<file path="src/rtl/dcache_mem_arbiter.sv">
// dcache_mem_arbiter: shares a single downstream memory read/write port among
// NUM_CONSUMERS dcache miss requesters. The grant is round-robin and only one
// downstream transaction is outstanding at a time.
//
// Ports:
//   clk, reset                  - clock; synchronous active-low reset
//   consumer_read_valid/address - per-consumer read request (flat vectors)
//   consumer_read_ready/data    - per-consumer read completion and returned data
//   consumer_write_valid/address/data - per-consumer write request
//   consumer_write_ready        - per-consumer write completion
//   mem_read_*                  - downstream read channel
//   mem_write_*                 - downstream write channel
module dcache_mem_arbiter #(
   parameter int unsigned ADDR_BITS     = 8,
   parameter int unsigned DATA_BITS     = 8,
   parameter int unsigned NUM_CONSUMERS = 4
) (
   input  logic                                 clk,
   input  logic                                 reset,
   input  logic [NUM_CONSUMERS-1:0]             consumer_read_valid,
   input  logic [NUM_CONSUMERS*ADDR_BITS-1:0]   consumer_read_address,
   output logic [NUM_CONSUMERS-1:0]             consumer_read_ready,
   output logic [NUM_CONSUMERS*DATA_BITS-1:0]   consumer_read_data,
   input  logic [NUM_CONSUMERS-1:0]             consumer_write_valid,
   input  logic [NUM_CONSUMERS*ADDR_BITS-1:0]   consumer_write_address,
   input  logic [NUM_CONSUMERS*DATA_BITS-1:0]   consumer_write_data,
   output logic [NUM_CONSUMERS-1:0]             consumer_write_ready,
   output logic                                 mem_read_valid,
   output logic [ADDR_BITS-1:0]                 mem_read_address,
   input  logic                                 mem_read_ready,
   input  logic [DATA_BITS-1:0]                 mem_read_data,
   output logic                                 mem_write_valid,
   output logic [ADDR_BITS-1:0]                 mem_write_address,
   output logic [DATA_BITS-1:0]                 mem_write_data,
   input  logic                                 mem_write_ready
);

   localparam int unsigned PTR_W = (NUM_CONSUMERS > 1) ? $clog2(NUM_CONSUMERS) : 1;

   typedef enum logic [1:0] {IDLE, READ_WAIT, WRITE_WAIT, RELAY} state_t;

   state_t                   r_state, w_state_nxt;
   logic [PTR_W-1:0]         r_rr_ptr, w_rr_nxt;
   logic [PTR_W-1:0]         r_gnt_idx, w_idx_nxt;
   logic                     r_is_write, w_is_write_nxt;
   logic [ADDR_BITS-1:0]     r_addr, w_addr_nxt;
   logic [DATA_BITS-1:0]     r_wdata, w_wdata_nxt;
   logic [DATA_BITS-1:0]     r_rdata, w_rdata_nxt;
   logic [NUM_CONSUMERS-1:0] w_req;
   logic                     w_found;
   logic [PTR_W-1:0]         w_sel;
   logic                     w_relay_valid;
   logic [NUM_CONSUMERS-1:0]           w_crd_rdy_nxt, w_cwr_rdy_nxt;
   logic [NUM_CONSUMERS*DATA_BITS-1:0] w_crd_data_nxt;

   logic [ADDR_BITS-1:0] w_rd_addr [NUM_CONSUMERS];
   logic [ADDR_BITS-1:0] w_wr_addr [NUM_CONSUMERS];
   logic [DATA_BITS-1:0] w_wr_data [NUM_CONSUMERS];

   // (base + off) mod NUM_CONSUMERS, for off < NUM_CONSUMERS
   function automatic logic [PTR_W-1:0] rr_idx(input logic [PTR_W-1:0] base,
                                                input int unsigned off);
      int unsigned s;
      s = 32'(base) + off;
      if (s >= NUM_CONSUMERS) s = s - NUM_CONSUMERS;
      return PTR_W'(s);
   endfunction

   // Unpack flat per-consumer buses
   for (genvar g = 0; g < NUM_CONSUMERS; g++) begin : g_unpack
      assign w_rd_addr[g] = consumer_read_address[g*ADDR_BITS +: ADDR_BITS];
      assign w_wr_addr[g] = consumer_write_address[g*ADDR_BITS +: ADDR_BITS];
      assign w_wr_data[g] = consumer_write_data[g*DATA_BITS +: DATA_BITS];
   end

   assign w_req = consumer_read_valid | consumer_write_valid;

   // Round-robin search: first requester at or after r_rr_ptr
   always_comb begin
      w_found = 1'b0;
      w_sel   = '0;
      for (int unsigned k = 0; k < NUM_CONSUMERS; k++) begin
         if (!w_found && w_req[rr_idx(r_rr_ptr, k)]) begin
            w_found = 1'b1;
            w_sel   = rr_idx(r_rr_ptr, k);
         end
      end
   end

   // Next-state and latched-register update
   always_comb begin
      w_state_nxt    = r_state;
      w_rr_nxt       = r_rr_ptr;
      w_idx_nxt      = r_gnt_idx;
      w_is_write_nxt = r_is_write;
      w_addr_nxt     = r_addr;
      w_wdata_nxt    = r_wdata;
      w_rdata_nxt    = r_rdata;
      w_relay_valid  = 1'b0;
      case (r_state)
         IDLE: begin
            if (w_found) begin
               // a consumer with both valids set gets its read first
               w_idx_nxt      = w_sel;
               w_rr_nxt       = rr_idx(w_sel, 1);
               w_is_write_nxt = !consumer_read_valid[w_sel];
               w_addr_nxt     = consumer_read_valid[w_sel] ? w_rd_addr[w_sel] : w_wr_addr[w_sel];
               w_wdata_nxt    = w_wr_data[w_sel];
               w_state_nxt    = consumer_read_valid[w_sel] ? READ_WAIT : WRITE_WAIT;
            end
         end
         READ_WAIT: begin
            if (mem_read_ready) begin
               w_rdata_nxt = mem_read_data;
               w_state_nxt = RELAY;
            end
         end
         WRITE_WAIT: begin
            if (mem_write_ready) w_state_nxt = RELAY;
         end
         RELAY: begin
            // hold completion until the granted consumer withdraws its request
            w_relay_valid = r_is_write ? consumer_write_valid[r_gnt_idx]
                                       : consumer_read_valid[r_gnt_idx];
            if (!w_relay_valid) w_state_nxt = IDLE;
         end
         default: w_state_nxt = IDLE;
      endcase
   end

   // Consumer-side outputs for the upcoming cycle
   always_comb begin
      w_crd_rdy_nxt  = '0;
      w_cwr_rdy_nxt  = '0;
      w_crd_data_nxt = '0;
      if (w_state_nxt == RELAY) begin
         for (int unsigned g = 0; g < NUM_CONSUMERS; g++) begin
            if (w_idx_nxt == PTR_W'(g)) begin
               if (w_is_write_nxt) begin
                  w_cwr_rdy_nxt[g] = 1'b1;
               end else begin
                  w_crd_rdy_nxt[g] = 1'b1;
                  w_crd_data_nxt[g*DATA_BITS +: DATA_BITS] = w_rdata_nxt;
               end
            end
         end
      end
   end

   // State and registered outputs
   always_ff @(posedge clk) begin
      if (!reset) begin
         r_state             <= IDLE;
         r_rr_ptr            <= '0;
         r_gnt_idx           <= '0;
         r_is_write          <= 1'b0;
         r_addr              <= '0;
         r_wdata             <= '0;
         r_rdata             <= '0;
         mem_read_valid      <= 1'b0;
         mem_write_valid     <= 1'b0;
         consumer_read_ready  <= '0;
         consumer_write_ready <= '0;
         consumer_read_data   <= '0;
      end else begin
         r_state             <= w_state_nxt;
         r_rr_ptr            <= w_rr_nxt;
         r_gnt_idx           <= w_idx_nxt;
         r_is_write          <= w_is_write_nxt;
         r_addr              <= w_addr_nxt;
         r_wdata             <= w_wdata_nxt;
         r_rdata             <= w_rdata_nxt;
         mem_read_valid      <= (w_state_nxt == READ_WAIT);
         mem_write_valid     <= (w_state_nxt == WRITE_WAIT);
         consumer_read_ready  <= w_crd_rdy_nxt;
         consumer_write_ready <= w_cwr_rdy_nxt;
         consumer_read_data   <= w_crd_data_nxt;
      end
   end

   assign mem_read_address  = r_addr;
   assign mem_write_address = r_addr;
   assign mem_write_data    = r_wdata;

endmodule

</file>
<file path="config.mk">
export PLATFORM = sky130hd
export DESIGN_NAME = dcache_mem_arbiter
export DESIGN_NICKNAME = d
export VERILOG_FILES = /design/src/rtl/dcache_mem_arbiter.sv
export SDC_FILE = /design/constraint.sdc
export NUM_CORES = 1
export LEC_CHECK = 0
export CORE_MARGIN = 5
export CORE_UTILIZATION = 37
export DETAILED_ROUTE_END_ITERATION = 10
export GPL_ROUTABILITY_DRIVEN = 0
export GPL_TIMING_DRIVEN = 0
export PLACE_DENSITY = 0.75
export SYNTH_ARGS = -nofsm -noshare
export SYNTH_HDL_FRONTEND = slang
export SYNTH_SLANG_ARGS = --single-unit
</file>
<file path="constraint.sdc">
create_clock -name clk -period 2.1 [get_ports clk]
set_input_delay 0.42 -clock clk [delete_from_list [all_inputs] [get_ports clk]]
set_output_delay 0.42 -clock clk [all_outputs]
set_load 0.03 [all_outputs]
</file>
==> results of run 1 <==
==> cell usage after synthesis (2+ instances only) <==
cell type,n
and3_1,3
buf_6,4
nor2_1,49
nor2_4,2
nand2_1,9
a21oi_1,19
nor3_2,2
mux2i_1,56
o31ai_4,8
nand3b_1,2
nand2_2,2
nand3_1,10
o21ai_0,14
dfxtp_1,73
or2_2,3
o211a_1,2
buf_4,12
buf_2,4
mux2_2,9
clkbuf_1,9
o21ai_2,2
a211oi_1,3
o21ai_1,8
a31oi_1,2
nor3_1,6
a21o_1,2
mux4_2,10
==> through the flow <==
step           cells  hold slack, ns  utilization, %  total power [mW]  setup TNS, ns
2_1_floorplan    356          0.5270               -             4.754       -0.01442
3_3_place_gp     669          0.4450           58.60             6.037         -43.96
3_5_place_dp     669          0.4492           58.60             6.099         -46.27
4_1_cts          711          0.4596           64.88             8.049        -0.5263
5_1_grt          721          0.4838           66.56             8.888         -5.816
6_report         721          0.4581           66.56             8.484         -3.126
==> cell type report <==
class | count | area share [%]
multi-input cells | 254 | 35.05
repair buffers | 215 | 32.58
flip-flops and latches | 73 | 22.53
plain buffers | 28 | 3.828
well taps | 133 | 2.546
clock buffers | 9 | 1.895
clock inverters | 7 | 1.455
inverters | 2 | 0.1149
==> power by group <==
part / internal [mW] / switching (mW) / leakage [nW]
registers: 1.69 / 0.218 / 0.596
logic: 2.53 / 2.85 / 1.79
clock network: 0.666 / 0.528 / 0.0975
total: 4.89 / 3.59 / 2.49
==> critical path, cell delays in order <==
cell           delay, ns
dlygate4sd2_1       0.28
or2_4               0.28
a21o_1              0.20
a221o_1             0.39
buf_4               0.16
o21a_4              0.14
clkbuf_16           0.17
o31ai_4             0.31
nor2_1              0.08
==> logic make-up (layout without fill, tap and decap cells) <==
| kind of cell | Yosys count | count (layout) | synth area share [%] |
|---|---|---|---|
| AOI/OAI and AO/OA | 78 | 79 | 18.23 |
| buffers and inverters | 32 | 261 | 5.451 |
| DFF | 73 | 73 | 39.06 |
| muxes | 75 | 75 | 23.71 |
| and+or+nand+nor | 98 | 100 | 13.55 |
==> what timing repair did <==
item | CTS | global route
setup buffers | 22 | 11
gates resized for setup | 53 | 20
pin swaps | 31 | 32
endpoints found under the setup margin | 64 | 56
gates cloned | 4 | 1
==> cells in the final DEF, fill, tap and decap left out, drive strengths merged, types with 4 or more instances in the layout <==
| cell type | n |
|---|---|
| a21oi | 19 |
| buf | 53 |
| clkbuf | 22 |
| clkdlybuf4s50 | 173 |
| clkinvlp | 4 |
| dfxtp | 73 |
| mux2 | 9 |
| mux2i | 56 |
| mux4 | 10 |
| nand2 | 13 |
| nand3 | 10 |
| nor2 | 51 |
| nor3 | 9 |
| o21ai | 25 |
| o31ai | 10 |
| or2 | 4 |
==> final timing paths <==
path	to	slack [ns]	cells after the start
worst max-delay path	consumer_read_data[10]$_SDFF_PN0_	-0.12	9
worst min register to register	mem_write_data[5]$_SDFFE_PN0P_	0.46	2
worst min-delay path	mem_write_data[5]$_SDFFE_PN0P_	0.46	2
worst max register to register	consumer_read_data[10]$_SDFF_PN0_	-0.10	9
==> metal layers <==
metal,share of wire [%],up-vias,global-route usage [%]
li1,-,1758,-
met4,3.1,0,8.292
met2,54,169,38.03
met3,7.2,35,5.416
met5,0,-,0
met1,36,1753,21.27
==> sequential cells by signal (all words and copies together), names as in the netlist <==
register,cells
consumer_read_ready,4
r_state,2
r_rdata,8
mem_read_address,8
mem_read_valid,1
mem_write_valid,1
mem_write_data,8
r_rr_ptr,2
r_is_write,1
r_gnt_idx,2
consumer_read_data,32
consumer_write_ready,4
==> reports/metrics.cfg, run 1 <==
[outcome]
violations = setup timing
status = finished with violations

[final_layout]
multiInputGateArea_mm2 = 0.002291
area_growth_syn_to_layout_pct = 74.72
final_cell_area_mm2 = 0.006536
diodes = 0
regArea_mm2 = 0.001473
finish.net_count = 699
fillCellCount = 772
layout-drive-gt1-share_pct = 26.19

[worst_hold_path]
holdCritStartpoint = mem_write_data[5]$_SDFFE_PN0P_
min_path_type = reg -> reg

[power]
peakVddDrop_mv = 0.6646
power_density_mw_per_mm2 = 1298
leakagePower_nw = 2.488

[sta]
finalWorstSetupSlack_ns = -0.1160
final_max_slew_viol_count = 0
rsz0062_at_grt = true
fin_crit_sh_pct = 105.5
max_freq_mhz = 451.3
setup_violations = 44
hold_viol = 0
fin_crit_ns = 2.216
final.setup_skew_ns = 0.01135
max_slew_margin_pct = 45.39
tightest_slew_ns = 0.8192

[place]
place_area_mm2 = 0.005754
numPortBuffers = 180
pre_cts_ws_ns = -0.8560
dpl.hpwl_mm = 9.362

[clock_network]
root_buffer = clkbuf_8
clkTransAtPathRegs_ns = 0.08
cts_tree = done
cts_htree_levels = 3
clock_sinks = 73
cts_buffers = 9
cts_hold_buf = 0
clk_latency_ns = 0.35
cts_buffer_depth = 2

[logic_synthesis]
yosysWarningCount = 0
synth_edf_count = 0
synth-main-ff-cell = dfxtp_1
synth_top_cell_by_area = dfxtp_1
synth_cells = 356
synth_nets = 472
synth_seq_cells = 73
synthArstFlopShare_pct = 0
ys_seq_area_share_pct = 39.06
ys_top_cells_by_area = dfxtp_1 39%, mux2i_1 15%, mux4_2 6.0%, nor2_1 4.9%, o31ai_4 4.5%
syn_avg_cell_area_um2 = 10.51
yosysTopAreaCellShare_pct = 39.06
ys_types = 58
netlist_area_mm2 = 0.003741

[setup_path]
worstPathArrival_ns = 2.44
cp-end-kind = register
required_ns = 2.33
startpoint_type = primary input
timing.rr.start = r_rr_ptr[1]$_SDFFE_PN0P_
cp_max_fo = 5
crit_path_start = consumer_write_valid[1]
worst-setup-path-type = in -> reg

[grt]
grt_antenna_before_repair = 0
grt_usage_pct = 20.30
overflow = 0
grt_pass1_vias = 3960
grt_pass1_wl_mm = 20.12
grt_max_degree = 14

[routing]
routedWlPerCell_um = 18.16
viasPerCell = 5.153
vias = 3715
drtIter0Drc = 166
routed_wl_mm = 13.09
route.detailed.drc = 0
drt-pass1-iter-count = 4
postRouteAntennaNets = 0

[floorplanning]
die_y_um = 110.6
die_area_mm2 = 0.01222
coreArea_mm2 = 0.009819
chipWidth_um = 110.6
num_rows = 36
boundaryPins = 182
start_util_pct = 38.10

[run]
drv_cap = 0

Power figures use the tool's default switching activity.
==> run 2: changes to the inputs <==
- SETUP_SLACK_MARGIN: default -> 0.05
==> reports/metrics.cfg, run 2 (synthesized netlist as in run 1, its figures left out) <==
[sta]
final.setup_skew_ns = 0.009350  ; -0.001999 ns
fin_crit_ns = 2.199  ; -0.01718 ns
holdWs_ns = 0.4575  ; -0.0005370 ns
hold_viol = 0  ; unchanged
max_slew_margin_pct = 43.75  ; -1.6 points
finalWorstSetupSlack_ns = -0.09880  ; +0.01718 ns
final_max_slew_viol_count = 0  ; unchanged
rsz0062_at_grt = true
fin_setup_tns_ns = -2.311  ; +0.8148 ns
setup_violations = 38  ; -14%
fin_crit_sh_pct = 104.7  ; -0.82 points
max_freq_mhz = 454.8  ; +0.78%
tightest_slew_ns = 0.8437  ; +0.02459 ns

[outcome]
violations = setup timing
status = finished with violations

[setup_path]
reg2reg_depth = 9  ; unchanged
worstPathBufferInverterCount = 3  ; unchanged
cpMaxStageDelayCell = a221o_1
worstPathArrival_ns = 2.42  ; -0.02 ns
timing.rr.start = r_rr_ptr[1]$_SDFFE_PN0P_
r2r_slack_ns = -0.1  ; about the same
critical_path_cell_count = 9  ; unchanged
worst-setup-path-type = reg -> reg
required_ns = 2.32  ; about the same
cp_max_fo = 6  ; +1
critPathTopFamily = compound AO/OA/AOI/OAI gates
cp-end-kind = register
startpoint_type = register
crit_path_max_incr_delay_ns = 0.38  ; about the same
rr_endpoint = consumer_read_ready[2]$_SDFF_PN0_
worstPathCellList = buf_6, nor3_4, a211o_1, a221o_1, buf_6, o21a_4, buf_12, nor3_4, nor3_1

[grt]
met2_usage_pct = 39.08  ; +1.1 points
grt_antenna_before_repair = 0  ; unchanged
grt_pass1_vias = 4176  ; +5.5%
grt_use_met1_pct = 24.16  ; +2.9 points
grt_max_degree = 15  ; +1
top_usage_layer = met2
grt_pass1_wl_mm = 21.71  ; +7.9%
overflow = 0  ; unchanged
grt_usage_pct = 21.81  ; +1.5 points
grtUsageMet3_pct = 6.455  ; +1.0 points

[final_layout]
finish.net_count = 704  ; +0.72%
layout-drive-gt1-share_pct = 26.98  ; +0.79 points
largest_register = consumer_read_data
largest_reg_flops = 32  ; unchanged
layout_common_cells = 173 x clkdlybuf4s50_1, 68 x dfxtp_1, 56 x mux2i_1
final_common_cell = clkdlybuf4s50_1
final_cell_area_mm2 = 0.006621  ; +1.3%
fin_util_pct = 67.43  ; +0.87 points
diodes = 0  ; unchanged
area_growth_syn_to_layout_pct = 76.99

[power]
p_total_mw = 8.818  ; +3.9%
leakagePower_nw = 2.504  ; +0.65%
peakVddDrop_mv = 0.7696  ; +16%
power_density_mw_per_mm2 = 1332  ; +2.6%

[clock_network]
cts_buffers = 9  ; unchanged
clk_latency_ns = 0.36  ; about the same
root_buffer = clkbuf_8
cts_tree = done
cts_hold_buf = 0  ; unchanged
cts_htree_levels = 3  ; unchanged
clkTransAtPathRegs_ns = 0.08  ; about the same
cts_buffer_depth = 2  ; unchanged
clock_sinks = 73  ; unchanged

[worst_hold_path]
worst_hold_path.num_cells = 2  ; unchanged
holdCritStartpoint = mem_write_data[4]$_SDFFE_PN0P_
min_path_type = reg -> reg
holdPathEnd = mem_write_data[4]$_SDFFE_PN0P_

[routing]
drtIter0Drc = 178  ; +7.2%
drt-pass1-iter-count = 4  ; unchanged
route.detailed.drc = 0  ; unchanged
postRouteAntennaNets = 0  ; unchanged
vias = 3748  ; +0.89%
routed_wl_mm = 14.04  ; +7.2%
viasPerCell = 5.163  ; +0.19%
routedWlPerCell_um = 19.33  ; +6.5%

[floorplanning]
chipWidth_um = 110.6  ; unchanged
start_util_pct = 38.10  ; unchanged
boundaryPins = 182  ; unchanged
num_rows = 36  ; unchanged
die_y_um = 110.6  ; unchanged
die_area_mm2 = 0.01222  ; unchanged
coreArea_mm2 = 0.009819  ; unchanged

[place]
numPortBuffers = 180  ; unchanged
dpl.hpwl_mm = 9.568  ; +2.2%
place_area_mm2 = 0.005768  ; +0.24%

[run]
drv_cap = 0  ; unchanged

-- run 2: cell count changes in the layout (fill, tap and decap cells not counted), sizes merged --
cell,previous run,this run
buf,53,58
clkbuf,22,20
clkdlybuf4s15,2,3
inv,1,3
o21ai,25,26
clkinvlp,4,0
clkinv,2,4
-- run 2: what timing repair did --
| action | in CTS | in global routing |
|---|---|---|
| buffers inserted | 31 | 6 |
| endpoints found under the setup margin | 63 | 56 |
| resized for setup | 53 | 22 |
| pin swaps | 33 | 26 |
| gates cloned | 5 | 1 |
-- run 2: area by class of cell --
| class | instances | area [µm²] |
|---|---|---|
| Clock inverter | 7 | 102.6 |
| Fill cell | 782 | 3198 |
| Tap cell | 133 | 166.4 |
| Multi-Input combinational cell | 255 | 2330 |
| Buffer | 28 | 241.5 |
| Timing Repair Buffer | 219 | 2175 |
| Sequential cell | 73 | 1475 |
| Clock buffer | 9 | 123.9 |
| Inverter | 2 | 7.507 |
-- run 2: layer usage --
metal  wire [µm]  vias up  share of wire [%]
met2        7300      189                 52
met3        1096       37                7.8
met5           0        -                  0
met1        5252     1761                 37
li1            -     1761                  -
met4         385        0                2.7
-- run 2: worst max-delay path by stage --
stage                                        start                           endpoint
after global placement      consumer_read_valid[0]  consumer_read_ready[1]$_SDFF_PN0_
after global routing      r_rr_ptr[1]$_SDFFE_PN0P_  consumer_read_ready[2]$_SDFF_PN0_
after CTS                 r_rr_ptr[0]$_SDFFE_PN0P_  consumer_read_data[18]$_SDFF_PN0_
final                     r_rr_ptr[1]$_SDFFE_PN0P_  consumer_read_ready[2]$_SDFF_PN0_
after floorplan            consumer_write_valid[0]  consumer_read_data[10]$_SDFF_PN0_
after detailed placement    consumer_read_valid[0]  consumer_read_data[26]$_SDFF_PN0_
-- run 2: through the flow --
| step | std cells | setup slack [ns] |
|---|---|---|
| after floorplan | 356 | 0.003059 |
| after global placement | 669 | -0.7402 |
| after detailed placement | 669 | -0.7839 |
| after CTS | 720 | -0.05210 |
| after global routing | 726 | -0.1652 |
| final | 726 | -0.09880 |
-- run 2: worst reg2reg max path: cells and delay by family, from the launching register on --
| kind | cells | cell delay (ns) |
|---|---|---|
| DFF | 1 | 0.34 |
| and+or+nand+nor | 3 | 0.44 |
| AOI/OAI and AO/OA | 3 | 0.84 |
| buffers and inverters | 3 | 0.43 |
-- run 2: report_power, final --
part	switching, mW	internal (mW)	total [mW]	leakage (nW)
sequential	0.209	1.69	1.90	0.597
clock	0.579	0.683	1.26	0.116
combinational	3.05	2.60	5.65	1.79
